===== src/rtl/rs232_pkg.sv =====
// rs232_pkg: FSM state type, baud constants, fsel encodings and the bit-period helper for rs232_txf.
// The RS232_TXF_PARITY_EN macro is consumed by rs232_txf; calc_parity is only referenced there.
package rs232_pkg;

  typedef enum logic [2:0] {
    S_IDLE   = 3'd0,
    S_START  = 3'd1,
    S_DATA   = 3'd2,
    S_PARITY = 3'd3,
    S_STOP   = 3'd4
  } tx_state_e;

  localparam int unsigned BAUD_115200 = 32'd115200;
  localparam int unsigned BAUD_57600  = 32'd57600;
  localparam int unsigned BAUD_38400  = 32'd38400;
  localparam int unsigned BAUD_19200  = 32'd19200;

  localparam logic [1:0] FSEL_115200 = 2'b00;
  localparam logic [1:0] FSEL_57600  = 2'b01;
  localparam logic [1:0] FSEL_38400  = 2'b10;
  localparam logic [1:0] FSEL_19200  = 2'b11;

  // Bit period in clock cycles, truncated.
  function automatic logic [15:0] calc_limit(input int unsigned clock_freq, input logic [1:0] fsel);
    int unsigned baud;
    case (fsel)
      FSEL_115200: baud = BAUD_115200;
      FSEL_57600:  baud = BAUD_57600;
      FSEL_38400:  baud = BAUD_38400;
      FSEL_19200:  baud = BAUD_19200;
      default:     baud = BAUD_19200;
    endcase
    return 16'(clock_freq / baud);
  endfunction

  function automatic logic calc_parity(input logic [7:0] data, input int unsigned nbits, input logic odd);
    logic p;
    p = odd;
    for (int i = 0; i < 8; i++) begin
      if (i < nbits) p = p ^ data[i];
      else           p = p;
    end
    return p;
  endfunction

endpackage


===== src/rtl/rs232_txf_sync_fifo.sv =====
// sync_fifo: single-clock FIFO with registered full/empty/count; read data is the head entry.
module sync_fifo #(
  parameter int unsigned Width = 8,
  parameter int unsigned Depth = 16
) (
  input  logic                     i_clk,
  input  logic                     i_rst,
  input  logic                     i_wr,
  input  logic [Width-1:0]         i_wr_data,
  input  logic                     i_rd,
  output logic [Width-1:0]         o_rd_data,
  output logic                     o_full,
  output logic                     o_empty,
  output logic [$clog2(Depth):0]   o_count
);

  localparam int unsigned AW = $clog2(Depth);
  localparam logic [AW:0] DEPTH_C = (AW + 1)'(Depth);

  logic [Width-1:0] r_mem [Depth];
  logic [AW-1:0]    r_wr_ptr, r_rd_ptr;
  logic [AW:0]      r_count;
  logic             r_full, r_empty;
  logic             w_do_wr, w_do_rd;
  logic [AW:0]      w_count_nxt;

  // Writes are gated by the registered full flag, so a write while full never lands.
  always_comb begin
    w_do_wr     = i_wr & ~r_full;
    w_do_rd     = i_rd & ~r_empty;
    w_count_nxt = r_count;
    if (w_do_wr && !w_do_rd)      w_count_nxt = r_count + (AW + 1)'(1);
    else if (!w_do_wr && w_do_rd) w_count_nxt = r_count - (AW + 1)'(1);
    else                          w_count_nxt = r_count;
  end

  always_ff @(posedge i_clk) begin
    if (i_rst) begin
      r_wr_ptr <= '0;
      r_rd_ptr <= '0;
      r_count  <= '0;
      r_full   <= 1'b0;
      r_empty  <= 1'b1;
    end else begin
      if (w_do_wr) r_wr_ptr <= r_wr_ptr + AW'(1);
      if (w_do_rd) r_rd_ptr <= r_rd_ptr + AW'(1);
      r_count <= w_count_nxt;
      r_full  <= (w_count_nxt == DEPTH_C);
      r_empty <= (w_count_nxt == '0);
    end
  end

  always_ff @(posedge i_clk) begin
    if (w_do_wr) r_mem[r_wr_ptr] <= i_wr_data;
  end

  assign o_rd_data = r_mem[r_rd_ptr];
  assign o_full    = r_full;
  assign o_empty   = r_empty;
  assign o_count   = r_count;

endmodule


===== src/rtl/rs232_txf.sv =====
// rs232_txf: buffered RS232 transmitter, runtime baud/stop/parity latched per frame at pop.
// Define RS232_TXF_PARITY_EN to build the PARITY state; otherwise par_en/par_odd are ignored.
module rs232_txf
  import rs232_pkg::*;
#(
  parameter int unsigned ClockFreq = 50000000,
  parameter int unsigned DataBits  = 8,
  parameter int unsigned FifoDepth = 16
) (
  input  logic                        i_clk,
  input  logic                        i_rst,
  input  logic                        i_wr,
  input  logic [7:0]                  i_data_in,
  input  logic [1:0]                  i_fsel,
  input  logic                        i_stop2,
  input  logic                        i_par_en,
  input  logic                        i_par_odd,
  output logic                        o_rdy,
  output logic                        o_empty,
  output logic                        o_busy,
  output logic [$clog2(FifoDepth):0]  o_count,
  output logic                        o_txd
);

  localparam logic [2:0] LAST_DATA = 3'(DataBits - 1);

  tx_state_e   r_state, w_state_nxt;
  logic [15:0] r_tick, r_limit;
  logic [2:0]  r_bit_cnt;
  logic [7:0]  r_shift;
  logic        r_stop2, r_txd, r_busy;
  logic        w_fifo_empty, w_fifo_full, w_pop, w_tick_end;
  logic [7:0]  w_fifo_data;
`ifdef RS232_TXF_PARITY_EN
  logic        r_par_en, r_par_bit;
`else
  logic        w_unused_par;
  assign w_unused_par = i_par_en ^ i_par_odd;
`endif

  sync_fifo #(.Width(8), .Depth(FifoDepth)) u_fifo (
    .i_clk     (i_clk),
    .i_rst     (i_rst),
    .i_wr      (i_wr),
    .i_wr_data (i_data_in),
    .i_rd      (w_pop),
    .o_rd_data (w_fifo_data),
    .o_full    (w_fifo_full),
    .o_empty   (w_fifo_empty),
    .o_count   (o_count)
  );

  always_ff @(posedge i_clk) begin
    if (i_rst) r_state <= S_IDLE;
    else       r_state <= w_state_nxt;
  end

  // Next-state logic; STOP reuses the bit counter to count one or two stop periods.
  always_comb begin
    w_state_nxt = r_state;
    w_pop       = 1'b0;
    w_tick_end  = (r_tick == r_limit - 16'd1);
    case (r_state)
      S_IDLE: begin
        if (!w_fifo_empty) begin
          w_pop       = 1'b1;
          w_state_nxt = S_START;
        end else begin
          w_state_nxt = S_IDLE;
        end
      end
      S_START: begin
        if (w_tick_end) w_state_nxt = S_DATA;
        else            w_state_nxt = S_START;
      end
      S_DATA: begin
        if (w_tick_end && (r_bit_cnt == LAST_DATA)) begin
`ifdef RS232_TXF_PARITY_EN
          w_state_nxt = r_par_en ? S_PARITY : S_STOP;
`else
          w_state_nxt = S_STOP;
`endif
        end else begin
          w_state_nxt = S_DATA;
        end
      end
`ifdef RS232_TXF_PARITY_EN
      S_PARITY: begin
        if (w_tick_end) w_state_nxt = S_STOP;
        else            w_state_nxt = S_PARITY;
      end
`endif
      S_STOP: begin
        if (w_tick_end && (r_bit_cnt[0] == r_stop2)) w_state_nxt = S_IDLE;
        else                                          w_state_nxt = S_STOP;
      end
      default: w_state_nxt = S_IDLE;
    endcase
  end

  always_ff @(posedge i_clk) begin
    if (i_rst) begin
      r_tick    <= 16'd0;
      r_bit_cnt <= 3'd0;
      r_shift   <= 8'hFF;
      r_limit   <= 16'd1;
      r_stop2   <= 1'b0;
`ifdef RS232_TXF_PARITY_EN
      r_par_en  <= 1'b0;
      r_par_bit <= 1'b0;
`endif
    end else begin
      if ((r_state == S_IDLE) || w_tick_end) r_tick <= 16'd0;
      else                                   r_tick <= r_tick + 16'd1;

      if (w_state_nxt != r_state) r_bit_cnt <= 3'd0;
      else if (w_tick_end)        r_bit_cnt <= r_bit_cnt + 3'd1;

      if (w_pop)                                 r_shift <= w_fifo_data;
      else if ((r_state == S_DATA) && w_tick_end) r_shift <= {1'b1, r_shift[7:1]};

      // Frame configuration is frozen here so mid-frame input changes do not disturb the line.
      if (w_pop) begin
        r_limit   <= calc_limit(ClockFreq, i_fsel);
        r_stop2   <= i_stop2;
`ifdef RS232_TXF_PARITY_EN
        r_par_en  <= i_par_en;
        r_par_bit <= calc_parity(w_fifo_data, DataBits, i_par_odd);
`endif
      end
    end
  end

  // Line driver: txd follows the state one cycle later, giving a glitch-free flop output.
  always_ff @(posedge i_clk) begin
    if (i_rst) begin
      r_txd  <= 1'b1;
      r_busy <= 1'b0;
    end else begin
      r_busy <= (r_state != S_IDLE);
      case (r_state)
        S_IDLE:   r_txd <= 1'b1;
        S_START:  r_txd <= 1'b0;
        S_DATA:   r_txd <= r_shift[0];
`ifdef RS232_TXF_PARITY_EN
        S_PARITY: r_txd <= r_par_bit;
`endif
        S_STOP:   r_txd <= 1'b1;
        default:  r_txd <= 1'b1;
      endcase
    end
  end

  assign o_txd   = r_txd;
  assign o_busy  = r_busy;
  assign o_rdy   = ~w_fifo_full;
  assign o_empty = w_fifo_empty;

endmodule


===== config.mk =====
export PLATFORM = sky130hd
export DESIGN_NAME = rs232_txf
export DESIGN_NICKNAME = d
export VERILOG_FILES = /design/src/rtl/rs232_pkg.sv /design/src/rtl/rs232_txf_sync_fifo.sv /design/src/rtl/rs232_txf.sv
export SDC_FILE = /design/constraint.sdc
export NUM_CORES = 1
export LEC_CHECK = 0
export CELL_PAD_IN_SITES_DETAIL_PLACEMENT = 2
export CELL_PAD_IN_SITES_GLOBAL_PLACEMENT = 2
export CORE_MARGIN = 2
export CORE_UTILIZATION = 43
export DETAILED_ROUTE_END_ITERATION = 7
export GPL_TIMING_DRIVEN = 1
export PLACE_DENSITY = 0.9
export SETUP_SLACK_MARGIN = 0.02
export SLEW_MARGIN = 20
export SYNTH_ARGS = -nofsm -noshare
export SYNTH_HDL_FRONTEND = slang
export SYNTH_SLANG_ARGS = --single-unit

===== constraint.sdc =====
create_clock -name i_clk -period 6.7 [get_ports i_clk]
set_input_delay 1.675 -clock i_clk [delete_from_list [all_inputs] [get_ports i_clk]]
set_output_delay 1.675 -clock i_clk [all_outputs]
set_load 0.01 [all_outputs]

==> qor.csv <==
metric;value;unit
hold_viol_final;0;
crit_path_max_fanout;12;
maxCapViolCount;0;
min_path_cells;2;
path_clk_slew;80;ps
syn_avg_cell_area;11.4;sq um
portBuffers;22;
leakagePower;3.90;nW
cts_buffers;17;
insertion_delay;450;ps
async_reset_ff_frac;0;
synth_nets;936;
drv_slew;0;
syn_inst;887;
finalWorstSetupSlack;428;ps
endpoint_kind;flip-flop;
start_kind;input port;
multiInputGateArea;4670;sq um
ys_types;73;
r2r_cells;11;
rr_endpoint;r_shift[3];
hp-start;r_stop2;
dp.cells;1212;
fin_crit;6270;ps
dr.first_iter.drc_count;567;
hp-class;reg -> reg;
synth_area_leader_cell;edfxtp_1;
postRouteAntennaNets;0;
ff_latch_area;5190;sq um
wl_met1;12700;um
gr-total-overflow;0;
clockBufferDepth;2;
path_class;in -> reg;
synth_area_leaders;edfxtp_1 (38%), dfxtp_1 (13%), mux4_2 (8.9%);
die_y;157;um
syn_area;10100;sq um
drc;0;
grt_pass1_wl;47900;um
cts_hold_buffers;0;
drt_pre_antenna_iters;4;
h-tree-depth;4;
clock_skew;13.5;ps
root_buffer;clkbuf_16;
tns;0;ps
period_share;0.936;
fin_nets;961;
gp_congestion;0.835;
num-fill-cells;2311;
antenna_cells;0;
p_per_area;315;nW/um^2
reg2reg_from;r_limit[4];
setup_violations;0;
whs;499;ps
wl_met2;16700;um
synth_edf_count;128;
top_layer;met5;
start_util;0.435;
final_cell_count_no_fill;1244;
tightest_slew;879;ps
post_cts_buffers;0;
utilization;0.490;
timing.fmax;159;MHz
synth_top_cell_area_share;0.380;
worstHoldEndpoint;r_stop2;
cts_resized;0;
pre_cts_ws;24.3;ps
critPathArrivalTime;6580;ps
track_usage;0.258;
place_area;10800;sq um
pin_count;25;
grt_antenna_before_repair;1;
drive_above_1_share;0.146;
synth_common_cells;edfxtp_1 (128), nor2_1 (97), dfxtp_1 (67), nand2_1 (67), a21oi_1 (45);
die_x;157;um
area_growth;12.8;%
grt_setup_unrepaired;no;
vias;7270;
place_hpwl;21300;um
wire_per_inst;24.5;um
grt_max_degree;47;
die_area;24800;sq um
grt_pass1_vias;8115;
cp_data_required_time;7000;ps
placementRows;56;
ys_ff_latch;195;
wl_met3;683;um
ys_warn_count;0;
outcome;completed;
core;23300;sq um
viasPerCell;5.84;
total_power;3.59;mW
max_slew_margin;0.409;
stdcell_area;11400;sq um
cts_tree;built;
synth_seq_area_share;0.513;
ir_worst_vdd;208;uV
wl;30500;um
clock_sinks;195;
synthFlopType;edfxtp_1;
synth_most_common_cell;edfxtp_1;
r2r_slack;2440;ps
[report_power, final]
group	internal (mW)	switching (mW)	leakage (nW)
Sequential	1.38	0.105	1.70
Combinational	0.436	0.591	1.89
Clock	0.546	0.534	0.302
[critical path, cell delays in order]
cell	delay, ps
clkdlybuf4s50_1	570
ha_1	300
clkinv_1	120
ha_1	240
buf_4	200
nor2b_1	160
a2111oi_0	660
o21a_1	210
nor3b_1	190
buf_4	190
o211ai_1	100
o21ai_0	230
a311oi_1	240
xor2_1	200
nand3_1	120
nor4_1	430
o31ai_1	140
nor4_1	360
buf_4	180
o32ai_2	50
[layout by cell type (no fill, tap or decap), types with 5 or more instances in the layout]
| master | n |
|---|---|
| and2_1 | 23 |
| a21oi_1 | 45 |
| nand2_1 | 67 |
| edfxtp_1 | 128 |
| nor2_1 | 97 |
| mux4_2 | 40 |
| nand3_1 | 26 |
| xor2_1 | 24 |
| a31oi_1 | 10 |
| nand3b_1 | 6 |
| mux2i_1 | 14 |
| and3_1 | 11 |
| nand2b_1 | 6 |
| buf_4 | 31 |
| ha_1 | 33 |
| clkdlybuf4s50_1 | 21 |
| o21ai_0 | 21 |
| nor2b_1 | 13 |
| inv_6 | 5 |
| a31o_2 | 5 |
| dfxtp_1 | 66 |
| mux2_2 | 5 |
| o211ai_1 | 7 |
| a211oi_1 | 20 |
| nor4_1 | 9 |
| xnor2_1 | 24 |
| nor3_1 | 17 |
| o31ai_1 | 7 |
| or3_1 | 11 |
| clkbuf_16 | 17 |
| or2_2 | 9 |
| nand4_1 | 7 |
| inv_1 | 21 |
[flip-flops by register name (all words and copies together) (netlist names), named ones only]
signal,cells
o_busy,1
o_txd,1
r_bit_cnt,3
r_limit,15
r_shift,8
r_state,3
r_stop2,1
r_tick,16
u_fifo.o_count,5
u_fifo.o_empty,1
u_fifo.o_full,1
u_fifo.r_mem,128
u_fifo.r_rd_ptr,4
u_fifo.r_wr_ptr,4
[worst max-delay path by stage]
stage                    from  slack [ps]          to
finish              i_fsel[0]         430  r_limit[0]
global route        i_fsel[0]         140  r_limit[0]
CTS                 i_fsel[0]         490  r_limit[0]
detailed placement  i_fsel[0]          20  r_limit[0]
global placement    i_fsel[0]         210  r_limit[0]
floorplan           i_fsel[0]         920  r_limit[0]
[layer usage]
metal / track usage / vias up
met3: 0.0358 / 37
met2: 0.481 / 114
met5: 0 / -
li1: - / 3355
met4: 0.0701 / 2
met1: 0.309 / 3762
[kinds of logic after synthesis]
| group | Yosys count | share of synthesized area |
|---|---|---|
| compound gates | 156 | 0.106 |
| xor+xnor | 48 | 0.0416 |
| fa+ha+maj | 33 | 0.0408 |
| buf+inv | 70 | 0.0267 |
| flops | 195 | 0.513 |
| mux | 60 | 0.110 |
| simple gates | 325 | 0.162 |
[cell type report]
type,instances,share of cell area
clock inverters,15,0.0173
flip-flops and latches,195,0.455
multi-input cells,622,0.409
clock buffers,17,0.0373
repair buffers,53,0.0393
inverters,23,0.00757
well taps,319,0.0350
Power figures use the tool's default switching activity.
